## config.mk

```make
export PLATFORM = sky130hd
export DESIGN_NAME = alu_issue
export DESIGN_NICKNAME = d
export VERILOG_FILES = /design/src/rtl/alu_pkg.sv /design/src/rtl/regfile_8x16.sv /design/src/rtl/alu_issue.sv
export SDC_FILE = /design/constraint.sdc
export NUM_CORES = 1
export LEC_CHECK = 0
export BUFFER_PORTS_ARGS = -buffer_cell sky130_fd_sc_hd__buf_2
export CORE_UTILIZATION = 50
export CTS_CLUSTER_SIZE = 14
export DETAILED_ROUTE_END_ITERATION = 8
export PLACE_DENSITY_LB_ADDON = 0.3
export SYNTH_ARGS = -nofsm -noshare
export SYNTH_HDL_FRONTEND = slang
export SYNTH_SLANG_ARGS = --single-unit
```

## constraint.sdc

```tcl
create_clock -name clk -period 4.89 [get_ports clk]
set_clock_uncertainty 0.1 [all_clocks]
set_input_delay 0.2445 -clock clk [delete_from_list [all_inputs] [get_ports clk]]
set_output_delay 0.2445 -clock clk [all_outputs]
set_load 0.005 [all_outputs]
```

## src/rtl/alu_pkg.sv

```systemverilog
// ----------------------------------------------------------------------------
// alu_pkg
//   Shared definitions for the ALU issue/writeback stage:
//   - opcode encodings seen on the 16-bit instruction and on the ALU's ins bus
//   - bit positions of the flags returned by the ALU
//   - instruction field positions
//   - FSM state encoding of the issue stage
//   - small helpers for immediate extension and write-enable decoding
// ----------------------------------------------------------------------------
package alu_pkg;

    // Opcodes. 10..14 are reserved and behave like NOP with no writeback.
    localparam logic [3:0] OP_NOP = 4'd0;
    localparam logic [3:0] OP_ADD = 4'd1;
    localparam logic [3:0] OP_SUB = 4'd2;
    localparam logic [3:0] OP_MUL = 4'd3;
    localparam logic [3:0] OP_DIV = 4'd4;
    localparam logic [3:0] OP_OR  = 4'd5;
    localparam logic [3:0] OP_AND = 4'd6;
    localparam logic [3:0] OP_NOT = 4'd7;
    localparam logic [3:0] OP_XOR = 4'd8;
    localparam logic [3:0] OP_CMP = 4'd9;
    localparam logic [3:0] OP_RSV_LO = 4'd10;
    localparam logic [3:0] OP_RSV_HI = 4'd14;
    localparam logic [3:0] OP_LDI = 4'd15;

    // Flag bit indices within alu_flags = {div_err, overflow, carry}.
    localparam int FLAG_C = 0;
    localparam int FLAG_V = 1;
    localparam int FLAG_E = 2;

    // Instruction field positions.
    localparam int OP_MSB  = 15;
    localparam int OP_LSB  = 12;
    localparam int RD_MSB  = 11;
    localparam int RD_LSB  = 9;
    localparam int RA_MSB  = 8;
    localparam int RA_LSB  = 6;
    localparam int RB_MSB  = 5;
    localparam int RB_LSB  = 3;
    localparam int IMM_MSB = 8;

    // Issue stage FSM encoding.
    typedef enum logic [1:0] {
        S_IDLE = 2'd0,
        S_EXEC = 2'd1,
        S_WB   = 2'd2
    } state_t;

    // Sign-extend the 9-bit LDI immediate to the 16-bit datapath.
    function automatic logic [15:0] sext_imm9(input logic [8:0] imm);
        return {{7{imm[8]}}, imm};
    endfunction

    // Decide whether an instruction writes its destination register.
    // NOP, reserved opcodes and a faulting DIV leave the register file alone.
    function automatic logic op_writes(input logic [3:0] op, input logic div_err);
        logic no_write;
        no_write = (op == OP_NOP)
                || ((op >= OP_RSV_LO) && (op <= OP_RSV_HI))
                || ((op == OP_DIV) && div_err);
        return !no_write;
    endfunction

endpackage

```

## src/rtl/regfile_8x16.sv

```systemverilog
// ----------------------------------------------------------------------------
// regfile_8x16
//   General-purpose register file with R0 hard-wired to zero.
//   Ports:
//     clk, rst          clock and asynchronous active-high reset (clears all)
//     we, waddr, wdata  synchronous write port (writes to R0 are dropped)
//     raddr_a/rdata_a   combinational read port A
//     raddr_b/rdata_b   combinational read port B
//     dbg_sel/dbg_data  combinational debug read port
// ----------------------------------------------------------------------------
module regfile_8x16
    import alu_pkg::*;
#(
    parameter int DATA_W  = 16,
    parameter int REG_CNT = 8,
    localparam int AW     = $clog2(REG_CNT)
) (
    input  logic              clk,
    input  logic              rst,
    input  logic              we,
    input  logic [AW-1:0]     waddr,
    input  logic [DATA_W-1:0] wdata,
    input  logic [AW-1:0]     raddr_a,
    output logic [DATA_W-1:0] rdata_a,
    input  logic [AW-1:0]     raddr_b,
    output logic [DATA_W-1:0] rdata_b,
    input  logic [AW-1:0]     dbg_sel,
    output logic [DATA_W-1:0] dbg_data
);

    logic [DATA_W-1:0] regs [REG_CNT];

    always_ff @(posedge clk or posedge rst) begin
        if (rst) begin
            for (int i = 0; i < REG_CNT; i++) begin
                regs[i] <= '0;
            end
        end else if (we && (waddr != '0)) begin
            regs[waddr] <= wdata;
        end
    end

    // R0 is forced to zero on every read port so it never depends on storage.
    assign rdata_a  = (raddr_a == '0) ? '0 : regs[raddr_a];
    assign rdata_b  = (raddr_b == '0) ? '0 : regs[raddr_b];
    assign dbg_data = (dbg_sel == '0) ? '0 : regs[dbg_sel];

endmodule

```

## src/rtl/alu_issue.sv

```systemverilog
// ----------------------------------------------------------------------------
// alu_issue
//   Issue/writeback stage wrapped around an external combinational 16-bit ALU.
//   One instruction in flight at a time: IDLE -> EXEC -> WB -> IDLE.
//
//   Handshake: an instruction transfers on a rising clk edge where both
//   instr_valid and instr_ready are high. instr_ready is high only in IDLE and
//   depends on state alone (never on instr_valid). instr_valid seen while
//   instr_ready is low is ignored; nothing is buffered, so the producer must
//   keep the word stable until it observes the transfer.
//
//   Ports:
//     clk, rst                 clock, asynchronous active-high reset
//     instr_valid/instr_ready  instruction handshake
//     instr                    [15:12] op, [11:9] rd, [8:6] ra, [5:3] rb,
//                              LDI uses [8:0] as a signed imm9
//     alu_a, alu_b, alu_ins    registered operands/opcode to the ALU
//     alu_out, alu_flags       ALU result and {div_err, overflow, carry}
//     done                     one-cycle pulse in the writeback cycle
//     flag_c, flag_v           carry/overflow status, updated by ADD/SUB only
//     flag_e                   sticky divide error, cleared by err_clr
//     err_clr                  synchronous clear of flag_e (a new error wins)
//     dbg_sel, dbg_data        combinational register file peek
//
//   The FSM state is held in the signal `state` (type state_t) for probing.
// ----------------------------------------------------------------------------
module alu_issue
    import alu_pkg::*;
#(
    parameter int DATA_W  = 16,
    parameter int REG_CNT = 8
) (
    input  logic              clk,
    input  logic              rst,
    input  logic              instr_valid,
    output logic              instr_ready,
    input  logic [15:0]       instr,
    output logic [DATA_W-1:0] alu_a,
    output logic [DATA_W-1:0] alu_b,
    output logic [3:0]        alu_ins,
    input  logic [DATA_W-1:0] alu_out,
    input  logic [2:0]        alu_flags,
    output logic              done,
    output logic              flag_c,
    output logic              flag_v,
    output logic              flag_e,
    input  logic              err_clr,
    input  logic [2:0]        dbg_sel,
    output logic [DATA_W-1:0] dbg_data
);

    state_t state;
    state_t next_state;

    // Instruction fields
    logic [3:0]        op_in;
    logic [2:0]        rd_in;
    logic [2:0]        ra_in;
    logic [2:0]        rb_in;
    logic [8:0]        imm_in;

    // Latched instruction context and captured ALU response
    logic [3:0]        op_q;
    logic [2:0]        rd_q;
    logic [DATA_W-1:0] res_q;
    logic [2:0]        flg_q;

    // Register file connections
    logic [DATA_W-1:0] rdata_a;
    logic [DATA_W-1:0] rdata_b;
    logic              rf_we;

    logic              accept;
    logic              in_wb;

    assign op_in  = instr[OP_MSB:OP_LSB];
    assign rd_in  = instr[RD_MSB:RD_LSB];
    assign ra_in  = instr[RA_MSB:RA_LSB];
    assign rb_in  = instr[RB_MSB:RB_LSB];
    assign imm_in = instr[IMM_MSB:0];

    // ------------------------------------------------------------------
    // FSM
    // ------------------------------------------------------------------
    always_ff @(posedge clk or posedge rst) begin
        if (rst) begin
            state <= S_IDLE;
        end else begin
            state <= next_state;
        end
    end

    always_comb begin
        next_state  = state;
        instr_ready = 1'b0;
        done        = 1'b0;
        case (state)
            S_IDLE: begin
                instr_ready = 1'b1;
                if (instr_valid) begin
                    next_state = S_EXEC;
                end
            end
            S_EXEC: begin
                next_state = S_WB;
            end
            S_WB: begin
                done       = 1'b1;
                next_state = S_IDLE;
            end
            default: begin
                next_state = S_IDLE;
            end
        endcase
    end

    assign accept = (state == S_IDLE) && instr_valid;
    assign in_wb  = (state == S_WB);

    // ------------------------------------------------------------------
    // Operand latches and result capture
    // ------------------------------------------------------------------
    always_ff @(posedge clk or posedge rst) begin
        if (rst) begin
            alu_a   <= '0;
            alu_b   <= '0;
            alu_ins <= OP_NOP;
            op_q    <= OP_NOP;
            rd_q    <= '0;
            res_q   <= '0;
            flg_q   <= '0;
        end else begin
            if (accept) begin
                op_q  <= op_in;
                rd_q  <= rd_in;
                alu_b <= rdata_b;
                if (op_in == OP_LDI) begin
                    // LDI bypasses the ALU: the immediate rides on alu_a and
                    // the ALU is told to do nothing.
                    alu_a   <= sext_imm9(imm_in);
                    alu_ins <= OP_NOP;
                end else begin
                    alu_a   <= rdata_a;
                    alu_ins <= op_in;
                end
            end
            if (state == S_EXEC) begin
                res_q <= (op_q == OP_LDI) ? alu_a : alu_out;
                flg_q <= alu_flags;
            end
        end
    end

    // ------------------------------------------------------------------
    // Status flags
    // ------------------------------------------------------------------
    always_ff @(posedge clk or posedge rst) begin
        if (rst) begin
            flag_c <= 1'b0;
            flag_v <= 1'b0;
            flag_e <= 1'b0;
        end else begin
            if (in_wb && ((op_q == OP_ADD) || (op_q == OP_SUB))) begin
                flag_c <= flg_q[FLAG_C];
                flag_v <= flg_q[FLAG_V];
            end
            // A divide error in the same cycle as err_clr keeps flag_e set.
            if (in_wb && (op_q == OP_DIV) && flg_q[FLAG_E]) begin
                flag_e <= 1'b1;
            end else if (err_clr) begin
                flag_e <= 1'b0;
            end
        end
    end

    assign rf_we = in_wb && op_writes(op_q, flg_q[FLAG_E]);

    regfile_8x16 #(
        .DATA_W  (DATA_W),
        .REG_CNT (REG_CNT)
    ) u_regfile (
        .clk      (clk),
        .rst      (rst),
        .we       (rf_we),
        .waddr    (rd_q),
        .wdata    (res_q),
        .raddr_a  (ra_in),
        .rdata_a  (rdata_a),
        .raddr_b  (rb_in),
        .rdata_b  (rdata_b),
        .dbg_sel  (dbg_sel),
        .dbg_data (dbg_data)
    );

endmodule

```

# After elaboration in Yosys (flattened, before gate mapping)
# Cells that the tools add are included.
# totals
ff_bits	195
inputBits	42
# classes
order_cmp	7
eq_ne	8
muxes	24
n_bitwise	4
n_reduce_logical	20
# op_table
op	n
$mux W16	12
$bmux W16 S3	3
$bwmux W128	1
$demux W16 S3	1
$ge A4 B4 Y1 const B	5
$not A3 Y4	4
$logic_and A1 B1 Y1	9
$logic_not A3 Y1	3
$eq A4 B4 Y1 const B	2
$eq A4 B1 Y1 const B	1
$eq A4 B2 Y1 const B	1
$eq A4 B3 Y1 const B	1
$le A4 B4 Y1 const B	1
$logic_not A4 Y1	1
$lt A4 B1 Y1 const B	1
$mux W1	4
$mux W4	1
$pmux W2 S2	1
$logic_or A1 B1 Y1	3
$reduce_bool A3 Y1	1
$eq A2 B1 Y1 const B	1
$eq A2 B2 Y1 const B	1
$logic_not A2 Y1	1
$mux W2	1
3 further kinds	3

# Depth between registers and ports, before layout
# depth
ltp_word	7
ltp_mapped	7
ltp_nobuf	4

# Cells and area by module
# A second synthesis with hierarchy kept.
# hier_totals
cells_unflattened	788
hier_area_um2	9994.6
# by_module_without_submodules
mod	instances	cells_per_inst	area_each_um2	seq_area_each_um2
regfile_8x16	1	549	7164.4	2802.7
alu_issue	1	239	2830.2	1676.6

# Least setup slack after synthesis
# No wires, ideal clock.
# synth_path
path_type	register to register
from	reg op_q[1]
to	reg u_regfile.regs[100] (netlist bit)
setup_time_ns	0.125
t_arrival_ns	1.855
required_time_ns	4.665
slack_ns	2.811
stages_incl_launch_ff	7
n_path_buf	2
period_less_slack_ns	2.079
cell_sequence	dfrtp_1 -> buf_2 -> xor2_1 -> a211oi_4 -> nand4b_2 -> buf_6 -> mux2_2
# synth_between
elab_chain_cells	7
# synth_lines
item	line_no	rtl
start: declaration	alu_issue.sv:63	logic [3:0] op_q;
start signal: assignment	alu_issue.sv:134	op_q <= op_in;
$ge A4 B4 Y1 / $le A4 B4 Y1 (equally long branches)	alu_pkg.sv:60	|| ((op >= OP_RSV_LO) && (op <= OP_RSV_HI))
$logic_and A1 B1 Y1	alu_pkg.sv:60	
$logic_or A1 B1 Y1	alu_pkg.sv:60	
$logic_or A1 B1 Y1 *	alu_pkg.sv:61	|| ((op == OP_DIV) && div_err);
$logic_not A1 Y1 *	alu_pkg.sv:62	return !no_write;
$logic_and A1 B1 Y1 *	alu_issue.sv:176	assign rf_we = in_wb && op_writes(op_q, flg_q[FLAG_E]);
$logic_and A1 B1 Y1 *	regfile_8x16.sv:38	end else if (we && (waddr != '0)) begin
end signal: indexed assignment	regfile_8x16.sv:39	regs[waddr] <= wdata;
end: declaration	regfile_8x16.sv:31	logic [DATA_W-1:0] regs [REG_CNT];
# Mark *: on every way between the ends. The rest lies on a longest branch, timed or not.
# A chain may end at the register's enable or synchronous reset.

# Final worst setup path
# layout_path
from	reg op_q[1]
to	reg u_regfile.regs[80] (netlist bit)
# The elaborated chain is that of the path after synthesis.

==> key figures <==
STA
  • Hold slack: -0.0299 ns
  • Final hold vios: 27
  • Setup TNS: 0 ns
  • Fin crit share: 57.0%
  • Period minus WS final: 2.79 ns
  • Final setup viols: 0
  • Achievable Freq: 359 MHz
  • RSZ-0062 raised after global routing: false
  • Worst-Margin Slew: 1.25 ns
  • Relative slew slack: between 10% and 20%
  • Slew Viols, Final: 0

Cells and area
  • Post-Layout Cell Count: 1133
  • Area delta synth->final: 15.2%
  • # fillers: 1528
  • Antenna Cells: 0
  • Final Util: 59.1%
  • Nets@finish: 903
  • Commonest cells after routing, fill and taps aside: dfrtp_1 (179), mux2_2 (163), buf_2 (98), nand2_1 (62), a221oi_1 (39)
  • Share of post-route cells with drive strength above 1: 40.1%
  • Commonest non-fill, non-tap cell in the layout: dfrtp_1

Worst setup path
  • Classification of the worst setup path: reg -> reg
  • CP arrival: 2.99 ns
  • Worst setup startpoint: op_q[1]$_DFFE_PP0P_
  • Critical Path RT: 5.10 ns
  • CP bufs+invs: 0
  • CP Cell Sequence: xor2_1 > a211oi_4 > nand4_2 > mux2_2
  • Startpoint types: flop
  • Worst Path Max Fanout: 16
  • Crit path max-delay cell type: nand4_2
  • Worst r2r src: op_q[1]$_DFFE_PP0P_
  • Kind of end point of the critical path: flop
  • Worst path max stage delay: between 0.8 and 0.9 ns
  • Critical path's top delay family: simple AND/OR/NAND/NOR gates

Floorplanning
  • Site row count: 50
  • Die ar.: 19900 um^2
  • Die Ht: 141 um
  • Core footprint: 18800 um^2
  • Top-Level Pins: just under 100
  • Starting Density: around half
  • Die span in x: about 140 um

Clocking
  • Total number of H-tree levels: 4
  • Clock Sinks: 179
  • Post-CTS Setup Repair Bufs: 0
  • Cts hold-fix bufs: 15
  • Resize count post-CTS: 0
  • Clock-pin slew on the worst setup and hold paths: 0.07 ns
  • CTS Buffer Depth: 2
  • CTS Root Cell: clkbuf_16
  • Num CTS Buffers: 17
  • Clk_lat worst skew: 0.44 ns
  • CTS tree: built

Power
  • VDD IR-drop max: 246 uV
  • Leak: 5.31 nW
  • Pwr/cell area: 548 nW/um^2

Routing
  • Wire per inst: ~23 um
  • Final antenna-violating net count: 0
  • Vias/cell: 6.27
  • WL final: 25.9 mm
  • Post-route DRC: 0
  • Initial DRC Count: 650
  • Drt pass-1 iters: 5
  • Via count: slightly above 7000

Global routing
  • Largest net degree at the start of global routing: 180
  • Vias in the first global route: 7071
  • Initial antenna violation count: 0
  • First-pass GRT wire length: 40.5 mm
  • Total track usage: 27.3%
  • Overflow after GRT: 0

Synth
  • Seq/Total Area, Yosys: between 40 and 50%
  • Syn Nets: between 800 and 900
  • Synth Instances: 782
  • Top_reg_cell synth: dfrtp_1
  • Post-synth EDFFs: 0
  • Synth warn: 0
  • Post-Syn Area: 9660 um^2
  • Cell variety after synth: 43
  • Syn Area/Cell: 12.4 um^2
  • Share of synthesized registers carrying an async set or reset: 100%
  • Synth Register Bits: 179

Run
  • Max Cap Viol: 0

Min path
  • Min-delay worst type: in -> async

Run status
  • Failing checks: hold timing
  • Outcome: finished, violations left

Place
  • HPWL after DPL: roughly 15 mm
  • IO buf count: 98
  • DP Cell Count: 1087
  • Placer Congestion: 0.798
[layer usage]
| layer | vias to the layer above | GRT usage (%) | share of wire [%] |
|---|---|---|---|
| li1 | 3103 | - | - |
| met1 | 3662 | 37.9 | 44 |
| met4 | 0 | 9.38 | 1.8 |
| met3 | 43 | 4.65 | 5.9 |
| met5 | - | 0 | 0 |
| met2 | 292 | 43.4 | 48 |
[cell families after synthesis]
kind of cell	Yosys count	share of synthesized area, %
compound gates	142	10.9
xor+xnor	2	0.181
buf+inv	86	3.86
flops	179	46.4
mux	238	31.7
simple gates	135	7.03
[where the power goes]
group	internal [mW]	total [mW]	leakage, nW	switching, mW
registers	2.08	2.75	2.33	0.667
clock network	1.02	1.62	0.340	0.593
logic	1.07	1.73	2.63	0.668
[per-stage QoR]
stage                     setup slack [ns]  power [mW]  instance area (um^2)  hold WS, ns
after floorplan                       2.25        3.87                  9670        0.250
final                                 2.10        6.10                 11100      -0.0299
after global routing                  2.02        6.43                 11100      0.00837
after global placement                2.18        4.39                 10300        0.339
after CTS                             2.14        6.11                 11100      0.00218
after detailed placement              2.15        4.45                 10300        0.349
[cell type report]
class	count	area [um^2]	share of cell area, %
clock buffers	18	439	3.95
clock inverters	13	255	2.29
inverters	23	90.1	0.810
multi-input cells	517	4810	43.2
flip-flops and latches	179	4480	40.3
well taps	260	325	2.92
repair buffers	123	728	6.54
[worst reg2reg max path: cells and delay by family, from the launching register on]
kind | cells | cell delay, ns
DFF | 1 | 0.47
AOI/OAI and AO/OA | 1 | 0.47
xor gates and xnor gates | 1 | 0.22
and+or+nand+nor | 1 | 0.83
muxes | 1 | 0.58
[registers in the layout (all words and copies together), names as in the netlist]
signal	count
flag_v	1
alu_ins	4
alu_b	16
op_q	4
flag_e	1
flg_q	3
alu_a	16
flag_c	1
res_q	16
u_regfile.regs	112
state	2
rd_q	3
[Yosys cell counts (2+ instances only)]
| library cell | number | share of area, % |
|---|---|---|
| dfrtp_1 | 179 | 46 |
| mux2_2 | 163 | 19 |
| nand2_1 | 62 | 2.4 |
| clkbuf_1 | 41 | 1.6 |
| a221oi_1 | 39 | 3.5 |
| mux4_2 | 38 | 8.9 |
| mux2i_1 | 37 | 3.8 |
| nor2_1 | 25 | 0.97 |
| o21ai_0 | 24 | 1.2 |
| a21oi_1 | 23 | 1.2 |
| nor2b_1 | 23 | 1.5 |
| inv_1 | 22 | 0.85 |
| o31ai_1 | 17 | 1.3 |
| buf_2 | 10 | 0.52 |
| a221o_1 | 9 | 0.93 |
| a211oi_1 | 7 | 0.54 |
| a22o_1 | 7 | 0.63 |
| buf_1 | 7 | 0.27 |
| nand2b_1 | 6 | 0.39 |
| a22oi_1 | 5 | 0.39 |
| buf_6 | 5 | 0.58 |
| nand3_1 | 3 | 0.16 |
| nand4_2 | 3 | 0.39 |
| o211ai_1 | 3 | 0.23 |
| o22a_1 | 3 | 0.27 |
| nand3_2 | 2 | 0.21 |
| nand4_1 | 2 | 0.13 |
| nand4b_2 | 2 | 0.31 |
[final timing paths]
path,depth (start not counted),slack [ns],end
setup / recovery,4,2.10,u_regfile.regs[80]$_DFFE_PP0P_
hold / removal,3,-0.03,u_regfile.regs[74]$_DFFE_PP0P_
setup reg to reg,4,2.10,u_regfile.regs[80]$_DFFE_PP0P_
hold reg to reg,2,0.38,alu_b[1]$_DFFE_PP0P_
max in group asynchronous,3,3.97,op_q[3]$_DFFE_PP0P_
min in group clk,3,0.01,res_q[7]$_DFFE_PP0N_
No activity file was read; power rests on OpenSTA's default activity.
